[src/rtl/mem_pkg.sv]
// Shared LSU definitions: funct3 access encodings and FSM states.
package mem_pkg;

  localparam logic [2:0] F3_B  = 3'b000;
  localparam logic [2:0] F3_H  = 3'b001;
  localparam logic [2:0] F3_W  = 3'b010;
  localparam logic [2:0] F3_D  = 3'b011;
  localparam logic [2:0] F3_BU = 3'b100;
  localparam logic [2:0] F3_HU = 3'b101;
  localparam logic [2:0] F3_WU = 3'b110;

  typedef enum logic {
    IDLE,
    BUSY
  } lsu_state_t;

endpackage

[src/rtl/load_extend.sv]
// Load lane select and sign/zero extension.
module load_extend
  import mem_pkg::*;
#(
  parameter int XLEN = 32,
  parameter int OW   = $clog2(XLEN / 8)
) (
  input  logic [XLEN-1:0] data,
  input  logic [OW-1:0]   off,
  input  logic [2:0]      funct3,
  output logic [XLEN-1:0] ext
);

  logic [XLEN-1:0] s;

  always_comb begin
    s   = data >> {off, 3'b000};
    ext = s;
    unique case (1'b1)
      funct3 == F3_B:  ext = XLEN'($signed(s[7:0]));
      funct3 == F3_H:  ext = XLEN'($signed(s[15:0]));
      funct3 == F3_W:  ext = XLEN'($signed(s[31:0]));
      funct3 == F3_BU: ext = XLEN'(s[7:0]);
      funct3 == F3_HU: ext = XLEN'(s[15:0]);
      funct3 == F3_WU: ext = XLEN'(s[31:0]);
      default:         ext = s;
    endcase
  end

endmodule

[src/rtl/mem_stage_lsu.sv]
// MEM stage with load/store unit and variable-latency
// data memory handshake.
module mem_stage_lsu
  import mem_pkg::*;
#(
  parameter int XLEN = 32,
  parameter int AW   = 32
) (
  input  logic              clk,
  input  logic              rst,
  input  logic              EXE_rdsrc,
  input  logic              EXE_MemRead,
  input  logic              EXE_MemWrite,
  input  logic              EXE_MemtoReg,
  input  logic              EXE_RegWrite,
  input  logic [XLEN-1:0]   EXE_ALUout,
  input  logic [XLEN-1:0]   EXE_PCtoReg,
  input  logic [XLEN-1:0]   EXE_rs2data,
  input  logic [4:0]        EXE_rdaddr,
  input  logic [2:0]        EXE_Funct3,
  output logic [XLEN-1:0]   Forward_Memrddata,
  output logic              MEM_stall,
  output logic              MEM_misalign,
  output logic [XLEN-1:0]   MEM_rddata,
  output logic [XLEN-1:0]   MEM_dout,
  output logic [4:0]        MEM_rdaddr,
  output logic              MEM_MemtoReg,
  output logic              MEM_RegWrite,
  output logic              DM_req,
  output logic [XLEN/8-1:0] DM_WEB,
  output logic [AW-1:0]     DM_addr,
  output logic [XLEN-1:0]   DM_din,
  input  logic [XLEN-1:0]   DM_dataout,
  input  logic              DM_ready
);

  localparam int NB = XLEN / 8;
  localparam int OW = $clog2(NB);

  lsu_state_t      state;
  logic [OW-1:0]   off, lat_off, off_cur, amask;
  logic [2:0]      lat_f3, f3_cur;
  logic [AW-1:0]   ea, lat_addr;
  logic [NB-1:0]   bmask, web_new, lat_web;
  logic [XLEN-1:0] din_new, lat_din, ld_ext;
  logic            mem_op, mis_raw, mis, go, busy;
  logic            lat_rd, rd_cur, done;

  assign busy    = (state == BUSY);
  assign off     = EXE_ALUout[OW-1:0];
  assign mem_op  = EXE_MemRead | EXE_MemWrite;
  assign amask   = OW'((4'd1 << EXE_Funct3[1:0]) - 4'd1);
  assign mis_raw = |(off & amask);
  assign mis     = ~busy & mem_op & mis_raw;
  assign go      = ~rst & ~busy & mem_op & ~mis_raw;

  // Byte lanes touched: 2^size ones starting at off
  assign bmask   = NB'((16'd1 << (4'd1 << EXE_Funct3[1:0])) - 16'd1) << off;
  assign web_new = EXE_MemWrite ? ~bmask : '1;
  assign din_new = EXE_rs2data << {off, 3'b000};
  assign ea      = AW'(EXE_ALUout) & ~AW'(NB - 1);

  assign DM_req  = go | (~rst & busy);
  assign DM_addr = busy ? lat_addr : ea;
  assign DM_din  = busy ? lat_din : din_new;
  assign DM_WEB  = ~DM_req ? '1 : (busy ? lat_web : web_new);

  assign done      = DM_req & DM_ready;
  assign MEM_stall = DM_req & ~DM_ready;

  assign rd_cur  = busy ? lat_rd : EXE_MemRead;
  assign off_cur = busy ? lat_off : off;
  assign f3_cur  = busy ? lat_f3 : EXE_Funct3;

  assign Forward_Memrddata = EXE_rdsrc ? EXE_PCtoReg : EXE_ALUout;

  load_extend #(.XLEN(XLEN), .OW(OW)) u_ext (
    .data   (DM_dataout),
    .off    (off_cur),
    .funct3 (f3_cur),
    .ext    (ld_ext)
  );

  always_ff @(posedge clk) begin
    if (rst) begin
      state        <= IDLE;
      lat_addr     <= '0;
      lat_web      <= '1;
      lat_din      <= '0;
      lat_off      <= '0;
      lat_f3       <= '0;
      lat_rd       <= 1'b0;
      MEM_misalign <= 1'b0;
      MEM_rddata   <= '0;
      MEM_dout     <= '0;
      MEM_rdaddr   <= '0;
      MEM_MemtoReg <= 1'b0;
      MEM_RegWrite <= 1'b0;
    end else begin
      MEM_misalign <= 1'b0;
      unique case (state)
        IDLE: if (go && !DM_ready) begin
          state    <= BUSY;
          lat_addr <= ea;
          lat_web  <= web_new;
          lat_din  <= din_new;
          lat_off  <= off;
          lat_f3   <= EXE_Funct3;
          lat_rd   <= EXE_MemRead;
        end
        BUSY: if (DM_ready) state <= IDLE;
        default: state <= IDLE;
      endcase
      if (!MEM_stall) begin
        MEM_rddata   <= Forward_Memrddata;
        MEM_rdaddr   <= EXE_rdaddr;
        MEM_MemtoReg <= EXE_MemtoReg;
        MEM_RegWrite <= EXE_RegWrite & ~mis;
        MEM_misalign <= mis;
      end
      if (done && rd_cur) MEM_dout <= ld_ext;
    end
  end

endmodule

[config.mk]
export PLATFORM = sky130hd
export DESIGN_NAME = mem_stage_lsu
export DESIGN_NICKNAME = d
export VERILOG_FILES = /design/src/rtl/mem_pkg.sv /design/src/rtl/load_extend.sv /design/src/rtl/mem_stage_lsu.sv
export SDC_FILE = /design/constraint.sdc
export NUM_CORES = 1
export LEC_CHECK = 0
export ABC_AREA = 0
export BUFFER_PORTS_ARGS = -buffer_cell sky130_fd_sc_hd__buf_2
export CORE_MARGIN = 2
export CORE_UTILIZATION = 30
export CTS_CLUSTER_SIZE = 10
export DETAILED_ROUTE_END_ITERATION = 8
export PLACE_DENSITY = 0.57
export SLEW_MARGIN = 20
export SYNTH_ARGS = -nofsm -noshare
export SYNTH_HDL_FRONTEND = slang
export SYNTH_SLANG_ARGS = --single-unit
[constraint.sdc]
create_clock -name clk -period 7 [get_ports clk]
set_clock_uncertainty 0.2 [all_clocks]
set_input_delay 1.4 -clock clk [delete_from_list [all_inputs] [get_ports clk]]
set_output_delay 1.4 -clock clk [all_outputs]
set_load 0.02 [all_outputs]
==> impl_metrics.ini <==
[status]
outcome = finished clean

[final_layout]
fin_nets = 1357
post-route-util_pct = 40.5
drive_gt1_share_pct = 36.7
fin_area_um2 = 9810
area_delta_synth_final_pct = 32.6
stdcell_count = 1552

[pwr]
vdd_ir_drop_max_mv = 0.132
leakagePower_nw = 4.47
p_switching_w = 0.000712
pwr-share-seq_pct = 37.8
powerDensity_nw_per_um2 = 242
p_int_w = 0.00166
comb_power_share_pct = 19.9
netSwitchingFraction_pct = 30.0
clockPowerShare_pct = 42.3

[setup_path]
critPathCaptureType = output pin
cp-start-kind = primary input
cp_data_arrival_time_ns = 3.37
critical_path.top_delay_family = buffers and inverters
timing.rr.end = MEM_dout[9]$_SDFFE_PP0P_
max_stage_delay_ns = 0.47
criticalPathCategory = primary input to output pin
required_ns = 5.40
cp_common_cell = buf_2
cp_max_fo = 41
r2r-start = busy$_SDFF_PP0_
crit_path_cell_trace = buf_2 -> and2_1 -> o31a_1 -> nor3_2 -> buf_4 -> buf_2
r2r_cells = 6
slowest_stage = o31a_1
cp.buffers_inverters = 3
critical_path_depth = 6
rrSetupSlack_ns = 3.56

[floorplanning]
core_area_um2 = 24200
dieHeight_um = 161
rows = 57
die_area_um2 = 25900
start_util_pct = 30.5
ios = 318
die_w_um = 161

[clock_network]
cts_sinks = 145
cts_buffers = 17
post_cts_resized = 0
insertion_delay_ns = 0.42
cts_buffer_depth = 2
postCtsSetupBuffers = 0
path_clk_slew_ns = 0.06
htreeDepth = 4
hold_buffers = 0
cts_root_buffer = clkbuf_16
cts_tree = yes

[logic_synthesis]
synth_edf_count = 0
yosysUniqueCellTypes = 43
avgSynthCellArea_um2 = 7.85
yosysWarningCount = 0
ys_ff_latch = 145
synth_flop_cell = dfxtp_1
synth_cells = 943
ys_async_sr_fraction_pct = 0
synth-seq-area-share_pct = 39.2
syn_area_um2 = 7400

[min_path]
min_from = MEM_rdaddr[0]$_SDFFE_PP0N_
min_to = MEM_rdaddr[0]$_SDFFE_PP0N_
hold_class = register to register
hold_path_depth = 2

[global_route]
use_met2_pct = 29.5
busiest_layer = met2
grt_max_degree = 95
grt_pass1_vias = 6932
grt-ovfl-total = 0
grt_antenna_before_repair = 2
grt_util_met1_pct = 24.1
grt_use_total_pct = 18.4
grt_pass1_wl_um = 38400
use_met3_pct = 5.01

[detailed_routing]
vias = 7473
drc_errors = 0
wire_per_inst_um = 15.8
routed_via_density = 4.82
ant_nets = 0
drtIter0Drc = 384
drtPass1Iterations = 5
wl_um = 24500

[place]
numPortBuffers = 315
dp.cells = 1518
gp_congestion = 0.865
hpwl_um = 17600
place_area_um2 = 9170
place_ws_ns = 2.02

[timing]
post-route-min-period_ns = 4.97
max_slew_margin_pct = 27.5
period_share_pct = 71.0
slew_viol_final = 0
hold_violations = 0
setup_viol = 0
fmax_ghz = 0.201
tightest_slew_ns = 1.09
rsz0062_at_grt = false
setup_ws_ns = 2.03
finalSetupTns_ns = 0

[flow_run]
timing.max_cap.violations = 0
power groups by stage:
stage / logic, W / registers [W] / clock network [W]
final: 0.000472 / 0.000897 / 0.00101
after global routing: 0.000514 / 0.000903 / 0.00107
after CTS: 0.000476 / 0.000897 / 0.00103
after detailed placement: 0.000474 / 0.000915 / 0
after global placement: 0.000473 / 0.000914 / 0
after floorplan: 0.000262 / 0.000947 / 0
synthesized netlist by cell type, types with 4 or more instances:
| cell type | n | share of area (%) |
|---|---|---|
| and2_1 | 5 | 0.42 |
| and3_1 | 4 | 0.34 |
| a22o_1 | 8 | 0.95 |
| o21ai_0 | 78 | 5.3 |
| and2_0 | 6 | 0.51 |
| nor2_1 | 29 | 1.5 |
| mux2i_1 | 26 | 3.5 |
| nand2b_1 | 32 | 2.7 |
| dfxtp_1 | 145 | 39 |
| a21oi_1 | 55 | 3.7 |
| nand3_1 | 31 | 2.1 |
| a21o_1 | 11 | 1.1 |
| nor3_1 | 5 | 0.34 |
| inv_1 | 4 | 0.20 |
| o21a_1 | 10 | 1.0 |
| clkbuf_1 | 54 | 2.7 |
| mux2_2 | 84 | 13 |
| buf_2 | 10 | 0.68 |
| o211ai_1 | 7 | 0.71 |
| o21ai_1 | 6 | 0.41 |
| o2bb2ai_1 | 7 | 0.83 |
| nand2_1 | 272 | 14 |
| a31oi_1 | 18 | 1.5 |
| buf_1 | 7 | 0.36 |
state kept, by name, summed over array words and instances (netlist names), 2 cells and up:
name and cells:
MEM_dout 32, MEM_rddata 32, lat_din 32, lat_addr 30
MEM_rdaddr 5, lat_web 4, lat_f3 3, lat_off 2
worst reg2reg max path: stages (launching register included):
cell	delay, ns
dfxtp_4	0.66
inv_1	0.47
o31a_1	0.38
nor4b_4	0.35
buf_4	0.51
a21boi_1	0.59
a21oi_1	0.14
logic make-up after synthesis:
| kind of cell | count (synthesis) | share of synthesized area [%] |
|---|---|---|
| other | 1 | 0.0507 |
| buffers and inverters | 82 | 4.73 |
| muxes | 110 | 16.3 |
| DFF | 145 | 39.2 |
| and+or+nand+nor | 392 | 22.8 |
| AOI/OAI and AO/OA | 213 | 16.9 |
through the flow:
stage               total power (W)  hold WS (ns)
floorplan                   0.00121         0.232
global route                0.00249         0.254
finish                      0.00237         0.234
detailed placement          0.00139         0.227
global placement            0.00139         0.222
CTS                         0.00241         0.236
per-layer routing:
layer	part of all wire, %	up-vias
met5	0	-
met3	7.1	32
met4	2.2	0
met1	45	3413
met2	45	262
li1	-	3766
area by class of cell:
type,instances,area (um2)
diodes,2,5.00
clock buffers,19,443
clock inverters,13,199
fillers,2539,14400
inverters,6,23.8
multi-input cells,717,4170
flip-flops and latches,145,2910
well taps,324,405
repair buffers,326,1660
layout by cell type, fill, tap and decap left out, types with 4 or more instances in the layout:
| cell | Yosys | routed |
|---|---|---|
| o21a_1 | 10 | 10 |
| dfxtp_1 | 145 | 144 |
| a21o_1 | 11 | 11 |
| o21ai_1 | 6 | 6 |
| mux2_2 | 84 | 84 |
| nor3_1 | 5 | 4 |
| nand2_1 | 272 | 272 |
| a22o_1 | 8 | 8 |
| and2_0 | 6 | 6 |
| mux2i_1 | 26 | 26 |
| nor2_1 | 29 | 29 |
| bufinv_16 | 0 | 4 |
| and2_1 | 5 | 5 |
| o21ai_0 | 78 | 77 |
| and3_1 | 4 | 4 |
| buf_4 | 2 | 11 |
| nand2b_1 | 32 | 32 |
| o211ai_1 | 7 | 7 |
| o2bb2ai_1 | 7 | 7 |
| nand3_1 | 31 | 31 |
| inv_6 | 0 | 4 |
| a21oi_1 | 55 | 55 |
| clkbuf_16 | 0 | 17 |
| buf_2 | 10 | 315 |
| a31oi_1 | 18 | 18 |
worst max-delay path by stage:
stage | from | to
finish | EXE_ALUout[0] | MEM_stall
global route | EXE_ALUout[0] | MEM_stall
CTS | EXE_ALUout[0] | MEM_stall
detailed placement | EXE_ALUout[0] | MEM_stall
global placement | EXE_ALUout[0] | MEM_stall
floorplan | EXE_ALUout[1] | DM_din[1]
Power figures use the tool's default switching activity.
